===== src/rtl/fifo_rd_accum.sv =====
// Pops a first-word-fall-through FIFO and sums every BLOCK_LEN words into one
// 16-bit result with a valid/ready handshake. Define SEQ_CHECK_EN to add the incrementing-data checker.
module fifo_rd_accum #(
    parameter int BLOCK_LEN = 8
) (
    input  logic        Rclk,
    input  logic        rrst,
    input  logic        Rempty_i,
    input  logic [7:0]  Rdata_i,
    output logic        Rinc_o,
    output logic [15:0] Acc_o,
    output logic        Acc_valid_o,
    input  logic        Acc_ready_i,
    output logic        seq_err_o,
    output logic [7:0]  err_cnt_o
);

    typedef enum logic {ACCUM, HOLD} state_t;

    localparam logic [7:0] LAST_CNT = 8'(BLOCK_LEN - 1);

    state_t      state_q, state_d;
    logic [15:0] sum_q, sum_d;
    logic [15:0] acc_q, acc_d;
    logic [7:0]  cnt_q, cnt_d;
    logic        acc_valid_q, acc_valid_d;
    logic [15:0] sum_ext;
    logic        pop;

    // Reset is folded in so no pop is ever signalled while the block is held in reset.
    assign pop     = (state_q == ACCUM) && !Rempty_i && !rrst;
    assign sum_ext = sum_q + {8'h00, Rdata_i};

    always_ff @(posedge Rclk or posedge rrst) begin
        if (rrst) begin
            state_q     <= ACCUM;
            sum_q       <= '0;
            acc_q       <= '0;
            cnt_q       <= '0;
            acc_valid_q <= 1'b0;
        end else begin
            state_q     <= state_d;
            sum_q       <= sum_d;
            acc_q       <= acc_d;
            cnt_q       <= cnt_d;
            acc_valid_q <= acc_valid_d;
        end
    end

    always_comb begin
        state_d     = state_q;
        sum_d       = sum_q;
        acc_d       = acc_q;
        cnt_d       = cnt_q;
        acc_valid_d = acc_valid_q;
        case (state_q)
            ACCUM: begin
                if (pop) begin
                    if (cnt_q == LAST_CNT) begin
                        acc_d       = sum_ext;
                        acc_valid_d = 1'b1;
                        sum_d       = '0;
                        cnt_d       = '0;
                        state_d     = HOLD;
                    end else begin
                        sum_d = sum_ext;
                        cnt_d = cnt_q + 8'd1;
                    end
                end
            end
            HOLD: begin
                if (acc_valid_q && Acc_ready_i) begin
                    acc_valid_d = 1'b0;
                    state_d     = ACCUM;
                end
            end
            default: state_d = ACCUM;
        endcase
    end

    assign Rinc_o      = pop;
    assign Acc_o       = acc_q;
    assign Acc_valid_o = acc_valid_q;

`ifdef SEQ_CHECK_EN
    logic       first_q;
    logic [7:0] ref_q;
    logic       seq_err_q;
    logic [7:0] err_cnt_q;
    logic       mismatch;

    assign mismatch = !first_q && (Rdata_i != (ref_q + 8'd1));

    always_ff @(posedge Rclk or posedge rrst) begin
        if (rrst) begin
            first_q   <= 1'b1;
            ref_q     <= '0;
            seq_err_q <= 1'b0;
            err_cnt_q <= '0;
        end else if (pop) begin
            first_q <= 1'b0;
            ref_q   <= Rdata_i;
            if (mismatch) begin
                seq_err_q <= 1'b1;
                if (err_cnt_q != 8'hFF) begin
                    err_cnt_q <= err_cnt_q + 8'd1;
                end
            end
        end
    end

    assign seq_err_o = seq_err_q;
    assign err_cnt_o = err_cnt_q;
`else
    assign seq_err_o = 1'b0;
    assign err_cnt_o = 8'h00;
`endif

endmodule

===== config.mk =====
export PLATFORM = sky130hd
export DESIGN_NAME = fifo_rd_accum
export DESIGN_NICKNAME = d
export VERILOG_FILES = /design/src/rtl/fifo_rd_accum.sv
export SDC_FILE = /design/constraint.sdc
export NUM_CORES = 1
export LEC_CHECK = 0
export CAP_MARGIN = 20
export CORE_MARGIN = 4
export CORE_UTILIZATION = 30
export DETAILED_ROUTE_END_ITERATION = 10
export SLEW_MARGIN = 25
export SYNTH_ARGS = -nofsm -noshare
export SYNTH_HDL_FRONTEND = slang
export SYNTH_SLANG_ARGS = --single-unit

===== constraint.sdc =====
create_clock -name Rclk -period 2.05 [get_ports Rclk]
set_input_delay 0.41 -clock Rclk [delete_from_list [all_inputs] [get_ports Rclk]]
set_output_delay 0.41 -clock Rclk [all_outputs]
set_load 0.01 [all_outputs]

==> run summary <==
Worst VDD drop - 486 µV
DIE HEIGHT - 96.3 µm
Crit path time final - 1.98 ns
Final nets - 326
Fraction of layout instances using a drive strength above 1 - 19.3%
Cell area power density - 939 mW/mm²
Placeable Area - 0.00741 mm²
Average wire length per cell after detail routing - 13.7 µm
Final worst-path cycle share - 96.7%
Yosys warning count - 0
Slack of the critical path - 0.0686 ns
Hold WC Path Type - reg -> reg
Delay of the slowest cell on the worst path - 0.52 ns
Depth of the CTS H-tree - 2
Via total after detailed routing - 1971
RSZ-0062 raised after global routing - true
Antenna diode count - 0
Root cell of the clock tree - clkbuf_8
Placement-stage worst setup slack - -0.544 ns
Ports - 39
Clk_skew - 0.00856 ns
Length of the first detailed-routing pass in iterations - 4
Filler cell count in the final layout - 750
Slew Viols, Final - 0
Synthesized cell area - 0.00234 mm²
Count of state elements after synthesis - 42
Setup violation total in the final timing report - 0
Synth top area share - 44.9%
Worst setup path category - in -> reg
GRT Overall Usage - 12.9%
Detailed router's first-iteration violation count - 114
Status - completed
Wire length of the first global-routing pass - 9.23 mm
Leak Pwr - 1.42 nW
Number of flops mapped to enable cells by yosys - 0
Top cells by count, synth - 42 x dfrtp_1, 39 x nand2_1, 14 x o21ai_0
Endpoint class of the critical path - register
Final Hold Vio Count - 0
Area growth from synthesis to layout - 33.2%
Core utilization of the finished layout - 42.1%
Area of the die - 0.00928 mm²
Half-perimeter wire length after detailed placement - 4.15 mm
MaxCap Viol Count - 0
TritonCTS clock tree - yes
Cell Rows - 31
Clock tree buffer depth - 2
Vias in the first global route - 1948
Maximum number of pins on one net before global-route repair - 43
Library cell occupying the most area in the post-synthesis netlist - dfrtp_1
Share of the yosys chip area belonging to registers - 44.9%
Fmax - 0.505 GHz
Data arrival at the endpoint of the critical path - 2.16 ns
Top_reg_cell synth - dfrtp_1
Critical-path cell with the highest stage delay - clkdlybuf4s50_1
Number of port buffers - 29
Most frequent cell after synthesis - dfrtp_1
Sequential standard cell area - 0.00105 mm²
Number of unique standard cell types used by synthesis - 46
Clock sink count - 42
Cells after synthesis - 243
Skew-Pair Late Insertion Delay - 0.29 ns
Category of the worst setup path launch point - input pin
Wire length reported by the detailed router - 5.55 mm
Number of hold buffers added after CTS - 0
Drt drc - 0
Routability congestion estimate from global placement - 0.796
Leading post-synthesis cells by cell area - dfrtp_1 45%, nand2_1 6.3%, xnor2_1 4.9%, ha_1 4.8%, o21ai_0 3.0%
Worst-path maximum fanout - 7
Async S/R FF share, synth - 100%
CP required - 2.23 ns
Mean number of vias per cell - 4.88
Multi-input gate area in the final layout - 0.00122 mm²
Total power draw - 0.00292 W
Antenna violations before repair - 0
Average instance area after synthesis - 9.63 µm²
Overflow after GRT - 0
Effective utilization at floorplan - 31.6%
Antenna viol nets, final - 0
Clock Pin Slew Worst Setup and Hold Paths - 0.07 ns
Number of buffers created by CTS - 5
Die X - 96.3 µm
CP cell instances - clkdlybuf4s50_1 > ha_4 > a21oi_1 > o21ai_1 > buf_4 > o211ai_1 > nand3_1 > a32o_1
==> critical path: cells and delay by family <==
family / cells / cell delay (ns)
AO/OA/AOI/OAI: 4 / 0.70
buffers and inverters: 2 / 0.68
adder cells (fa/ha/maj): 1 / 0.23
AND/OR/NAND/NOR: 1 / 0.14
==> final timing paths <==
check,from,to,slack (ns),depth (start not counted)
hold / removal,cnt_q[7],cnt_q[7],0.47,1
setup / recovery,Rdata_i[3],sum_q[7],0.07,8
hold reg to reg,cnt_q[7],cnt_q[7],0.47,1
min in group asynchronous,rrst,Acc_o[12],0.50,3
max in group asynchronous,rrst,sum_q[9],1.35,3
setup reg to reg,sum_q[0],sum_q[14],0.07,8
==> what timing repair did <==
item | in CTS | in global routing
cloned | 0 | 0
setup buffers | 1 | 1
setup endpoints to repair | 20 | 17
gates resized for setup | 9 | 12
pin swaps | 7 | 6
==> logic make-up after synthesis <==
family	count (synthesis)	share of synthesized area (%)
compound gates	60	17.8
xor+xnor	14	5.24
fa+ha+maj	10	5.67
buf+inv	29	6.90
flops	42	44.9
mux	4	1.87
other cells	1	0.160
simple gates	83	17.4
==> registers in the layout, indices dropped and copies added (netlist names) <==
register / cells
sum_q: 16
cnt_q: 8
state_q: 1
Acc_valid_o: 1
Acc_o: 16
==> report_power, final <==
part | internal [W] | leakage [nW] | switching, W | total (W)
Sequential | 0.000971 | 0.538 | 0.000136 | 0.00111
Clock | 0.000272 | 0.0482 | 0.000279 | 0.000551
Combinational | 0.000624 | 0.833 | 0.000642 | 0.00127
Total | 0.00187 | 1.42 | 0.00106 | 0.00292
==> final cells by class <==
| class | count | share of cell area, % |
|---|---|---|
| clock buffer | 7 | 2.77 |
| clock inverter | 1 | 0.161 |
| inverter | 11 | 1.33 |
| multi-input combinational | 180 | 39.1 |
| sequential | 42 | 33.7 |
| tap | 99 | 3.98 |
| timing repair buffer | 64 | 19.0 |
==> routing by layer <==
layer	wire length (µm)	part of all wire (%)	global-route usage, %	up-vias
met5	0	0	0	-
met1	2570	46	16.7	939
met3	269	4.8	3.21	6
met4	76	1.4	4.91	0
met2	2640	48	20.6	47
li1	-	-	-	979
==> stage by stage <==
step,TNS [ns],instance area [µm²],hold slack [ns],instances
after CTS,0,3070,0.473,403
after detailed placement,-10.29,2950,0.458,394
final,0,3120,0.471,404
after global placement,-9.57,2950,0.458,394
after global routing,-0.0978,3120,0.507,404
after floorplan,0,2370,0.438,251
==> layout by cell type, fill, tap and decap left out, types with 7 or more instances in the layout <==
master	count
a21oi_1	7
a22o_1	7
buf_4	32
clkdlybuf4s50_1	26
conb_1	9
dfrtp_1	42
ha_1	7
inv_1	11
nand2_1	39
nand3_1	11
nand4_1	9
o21ai_0	10
xnor2_1	13
(Power assumes the default switching activity.)
